[src/rtl/cp0_ctrl.sv]
// CP0 exception/interrupt controller holding SR, Cause and EPC for a 5-stage MIPS core.
// Optional define CP0_EPC_BYPASS_EN forwards an in-flight mtc0 to EPC onto EPCOut.
module cp0_ctrl (
  input  logic        clk,
  input  logic        reset_n,
  input  logic [4:0]  ExcCode_M,
  input  logic [31:0] PC_M,
  input  logic        BD_M,
  input  logic [5:0]  HWInt,
  input  logic [4:0]  CP0Addr,
  input  logic        CP0WrEn,
  input  logic [31:0] CP0DataIn,
  input  logic        EXLClr,
  output logic [31:0] CP0DataOut,
  output logic [31:0] EPCOut,
  output logic        Req
);

  localparam logic [4:0]  EXC_NONE = 5'b11111;
  localparam logic [4:0]  IDX_SR   = 5'd12;
  localparam logic [4:0]  IDX_CAUSE = 5'd13;
  localparam logic [4:0]  IDX_EPC  = 5'd14;
  localparam logic [31:0] SR_WMASK = 32'h0000_FC03;

  logic [31:0] sr_q, sr_d;
  logic [31:0] cause_q, cause_d;
  logic [31:0] epc_q, epc_d;

  logic        int_req;
  logic        exc_req;
  logic        req;
  logic [4:0]  exc_code;
  logic [31:0] epc_base;
  logic        wr_sr;
  logic        wr_epc;

  // Gating with reset_n keeps Req low while the core is held in reset.
  always_comb begin
    int_req  = reset_n & sr_q[0] & ~sr_q[1] & (|(HWInt & sr_q[15:10]));
    exc_req  = reset_n & (ExcCode_M != EXC_NONE) & ~sr_q[1];
    req      = int_req | exc_req;
    exc_code = int_req ? 5'd0 : ExcCode_M;
    epc_base = BD_M ? (PC_M - 32'd4) : PC_M;
    wr_sr    = CP0WrEn & (CP0Addr == IDX_SR)  & ~req;
    wr_epc   = CP0WrEn & (CP0Addr == IDX_EPC) & ~req;
  end

  assign Req = req;

  always_comb begin
    sr_d    = sr_q;
    cause_d = cause_q;
    epc_d   = epc_q;
    cause_d[15:10] = HWInt;
    if (req) begin
      cause_d[6:2] = exc_code;
      cause_d[31]  = BD_M;
      epc_d        = epc_base & 32'hFFFF_FFFC;
      sr_d[1]      = 1'b1;
    end else begin
      if (wr_sr) begin
        sr_d = CP0DataIn & SR_WMASK;
      end
      if (wr_epc) begin
        epc_d = {CP0DataIn[31:2], 2'b00};
      end
      // eret clears EXL after any same-cycle mtc0 to SR has been applied.
      if (EXLClr) begin
        sr_d[1] = 1'b0;
      end
    end
  end

  always_ff @(posedge clk or negedge reset_n) begin
    if (!reset_n) begin
      sr_q    <= 32'h0;
      cause_q <= 32'h0;
      epc_q   <= 32'h0;
    end else begin
      sr_q    <= sr_d;
      cause_q <= cause_d;
      epc_q   <= epc_d;
    end
  end

  always_comb begin
    case (CP0Addr)
      IDX_SR:    CP0DataOut = sr_q;
      IDX_CAUSE: CP0DataOut = cause_q;
      IDX_EPC:   CP0DataOut = epc_q;
      default:   CP0DataOut = 32'h0;
    endcase
  end

`ifdef CP0_EPC_BYPASS_EN
  assign EPCOut = wr_epc ? {CP0DataIn[31:2], 2'b00} : epc_q;
`else
  assign EPCOut = epc_q;
`endif

endmodule

[config.mk]
export PLATFORM = sky130hd
export DESIGN_NAME = cp0_ctrl
export DESIGN_NICKNAME = d
export VERILOG_FILES = /design/src/rtl/cp0_ctrl.sv
export SDC_FILE = /design/constraint.sdc
export NUM_CORES = 1
export LEC_CHECK = 0
export ABC_AREA = 1
export CORE_ASPECT_RATIO = 1.5
export CORE_UTILIZATION = 44
export CTS_CLUSTER_DIAMETER = 120
export DETAILED_ROUTE_END_ITERATION = 8
export GPL_TIMING_DRIVEN = 0
export PLACE_DENSITY = 0.82
export SLEW_MARGIN = 30
export SYNTH_ARGS = -nofsm -noshare
export SYNTH_HDL_FRONTEND = slang
export SYNTH_SLANG_ARGS = --single-unit
[constraint.sdc]
create_clock -name clk -period 1.75 [get_ports clk]
set_clock_uncertainty 0.05 [all_clocks]
set_input_delay 0.35 -clock clk [delete_from_list [all_inputs] [get_ports clk]]
set_output_delay 0.35 -clock clk [all_outputs]
set_load 0.02 [all_outputs]
==> impl_metrics.csv <==
group,metric,value,unit
clock_tree,cts_root_buffer,"clkbuf_16",
critical_path,r2r_slack,-90,ps
yosys,synth_compound_area_share,6.96,%
global_routing,grt_max_degree,53,
detailed_routing,vias,4556,
timing,period_share,107,%
global_routing,grt.total_usage,31.4,%
critical_path,cp_cell_sequence,"nand2_1 -> nand4_1 -> o21ai_4 -> nand2_4 -> buf_6 -> buf_6",
global_routing,antenna_found_initial,0,
critical_path,cp_num_buf_inv,2,
global_routing,met3_usage,4.35,%
critical_path,critPathKind,"flop to primary output",
yosys,yosys.cell_count.top_type,"nand2_1",
power_and_ir_drop,power-per-cell-area,783,nW/um^2
critical_path,startpoint_type,"flop",
timing,tns,-1830,ps
yosys,ys_warn_count,0,
yosys,ys_ff_latch,50,
placement,dpl.hpwl,9.86,mm
detailed_routing,wirelength,14.5,mm
critical_path,crit_slowest_cell,"dfrtp_1",
global_routing,met2_usage,57.6,%
floorplanning,initial_utilization,45.2,%
final_layout,fin_nets,836,
yosys,synth.avg_cell_area,6.43,sq um
timing,hold_viol,50,
critical_path,reg2regPathDepth,10,
timing,max_clock_freq,532,MHz
detailed_routing,drc,0,
critical_path,cp-end-kind,"primary output",
yosys,synthTopCellsByCount,"nand2_1 (209), inv_1 (68), nor2_1 (66)",
critical_path,timing.rr.start,"sr_q[10]$_DFFE_PN0P_",
detailed_routing,firstDrtPassIters,5,
yosys,ys_types,37,
critical_path,cp.required,1350,ps
detailed_routing,wl_per_cell,16.9,um
placement,io_buffers,144,
final_layout,finish.utilization,75.2,%
timing,setup_viol,31,
clock_tree,clock_sinks,50,
global_routing,grt_pass1_vias,4507,
critical_path,rr_endpoint,"EPCOut[3]$_DFFE_PN0P_",
timing,rsz0062_at_grt,"yes",
power_and_ir_drop,ir_worst_vdd,0.000424,V
status,violations,"hold timing, setup timing",
yosys,synthArstFlopShare,100,%
floorplanning,dieArea,8590,sq um
yosys,ys.flop_type,"dfrtp_1",
yosys,synth-edff-count,0,
status,status,"finished, violations left",
floorplanning,die_w,76.0,um
yosys,synth_top_area_share,34.6,%
timing,holdWs,-142,ps
global_routing,grt_pass1_wl,20.9,mm
yosys,yosys.area_share.simple,42.5,%
floorplanning,num_io_pins,150,
yosys,synth_top_family_by_area,"simple AND/OR/NAND/NOR gates",
floorplanning,row_count,40,
final_layout,diodes,0,
power_and_ir_drop,power,4.72,mW
global_routing,grt_overflow,0,
critical_path,crit_end,"Req",
global_routing,use_met1,32.9,%
critical_path,critPathLaunch,"sr_q[10]$_DFFE_PN0P_",
yosys,synth_area,3620,sq um
clock_tree,htreeDepth,2,
yosys,synth_seq_area_share,34.6,%
critical_path,arrival,1480,ps
floorplanning,core,8010,sq um
yosys,synth_top_cell_by_area,"dfrtp_1",
final_layout,drive_above_1_share,24.5,%
detailed_routing,ant_nets,0,
run,cap_violations,0,
critical_path,worstPathMaxFanout,3,
power_and_ir_drop,leakagePower,3.15,nW
yosys,synthMuxAreaShare,0,%
clock_tree,cts.clk_slew.worst_paths,60,ps
timing,slew_viol_final,0,
final_layout,area_growth,66.6,%
critical_path,worst-path-stages,6,
yosys,synthAdderAreaFrac,0.346,%
detailed_routing,via_per_inst,5.32,
yosys,synthCells,562,
floorplanning,dieHeight,113,um
critical_path,cp_top_family,"flip-flops",
critical_path,crit_top_cell,"buf_6",
critical_path,critical-path-max-stage-delay,400,ps
global_routing,gr-max-usage-layer,"met2",
yosys,synth.area.top_cells,"dfrtp_1 (35%), nand2_1 (22%), inv_1 (7.1%)",
clock_tree,numCtsBuffers,5,
clock_tree,clock_latency,290,ps
placement,place.gp.congestion,0.902,
clock_tree,cts_tree,"built",
timing,fin_crit,1880,ps
clock_tree,cts_buffer_depth,2,
worst_hold_path,min_path_type,"primary input to asynchronous set/reset pin",
timing,finalWorstSetupSlack,-130,ps
yosys,synthXorXnorAreaFrac,3.88,%
detailed_routing,drt_iter0_drc,359,
cells by family after synthesis:
kind of cell	Yosys count
AO/OA/AOI/OAI	46
XOR/XNOR	16
buffers and inverters	92
adder cells (fa/ha/maj)	1
AND/OR/NAND/NOR	356
other	1
flip-flops	50
how the worst min path moves through the flow:
stage | endpoint | cells past startpoint
floorplan | EPCOut[10]$_DFFE_PN0P_ | 0
global placement | sr_q[0]$_DFFE_PN0P_ | 2
detailed placement | EPCOut[16]$_DFFE_PN0P_ | 1
CTS | EPCOut[30]$_DFFE_PN0P_ | 1
global route | EPCOut[16]$_DFFE_PN0P_ | 1
finish | EPCOut[16]$_DFFE_PN0P_ | 1
state kept, by name, summed over array words and instances, names as in the netlist:
name	flops
EPCOut	30
cause_q	12
sr_q	8
report_power, final:
part / switching, mW / internal, mW
logic: 1.07 / 0.893
registers: 0.231 / 1.42
clock network: 0.423 / 0.677
layout by cell type (no fill, tap or decap), drive strengths merged, types with 6 or more instances in the layout:
cell type	count
dlygate4sd2	16
nand3	48
nand2	214
buf	86
dfrtp	50
clkdlybuf4s50	73
dlymetal6s2s	18
xor2	12
o21ai	42
nor3	6
inv	74
nor2	75
clkbuf	7
nand4	10
through the flow:
step	worst slack [ps]	std cells	area, sq um
after floorplan	-49.1	563	3620
after detailed placement	-1140	812	5190
after global placement	-2700	812	5190
after CTS	-113	837	5530
final	-130	856	6020
after global routing	-159	856	6020
cell type report:
type / instances / area [sq um]
Fill cell: 601 / 1980
Timing Repair inverter: 1 / 6.26
Timing Repair Buffer: 179 / 1740
Multi-Input combinational cell: 422 / 2240
Sequential cell: 50 / 1250
Buffer: 16 / 170
Tap cell: 105 / 131
Inverter: 75 / 319
Clock inverter: 1 / 30.0
Clock buffer: 7 / 133
repair_timing:
action                                  4_1_cts  5_1_grt
endpoints found under the setup margin       74       67
endpoints found under the hold margin        50       50
setup buffers                                15       15
gates cloned                                  3        4
pin swaps                                    16       35
resized for setup                           230      127
per-layer routing:
layer | routed length, um | share of wire, % | vias up
met5 | 0 | 0 | -
met1 | 5200 | 36 | 2140
li1 | - | - | 2116
met2 | 7570 | 52 | 234
met4 | 903 | 6.2 | 0
met3 | 785 | 5.4 | 66
(Power assumes the default switching activity.)
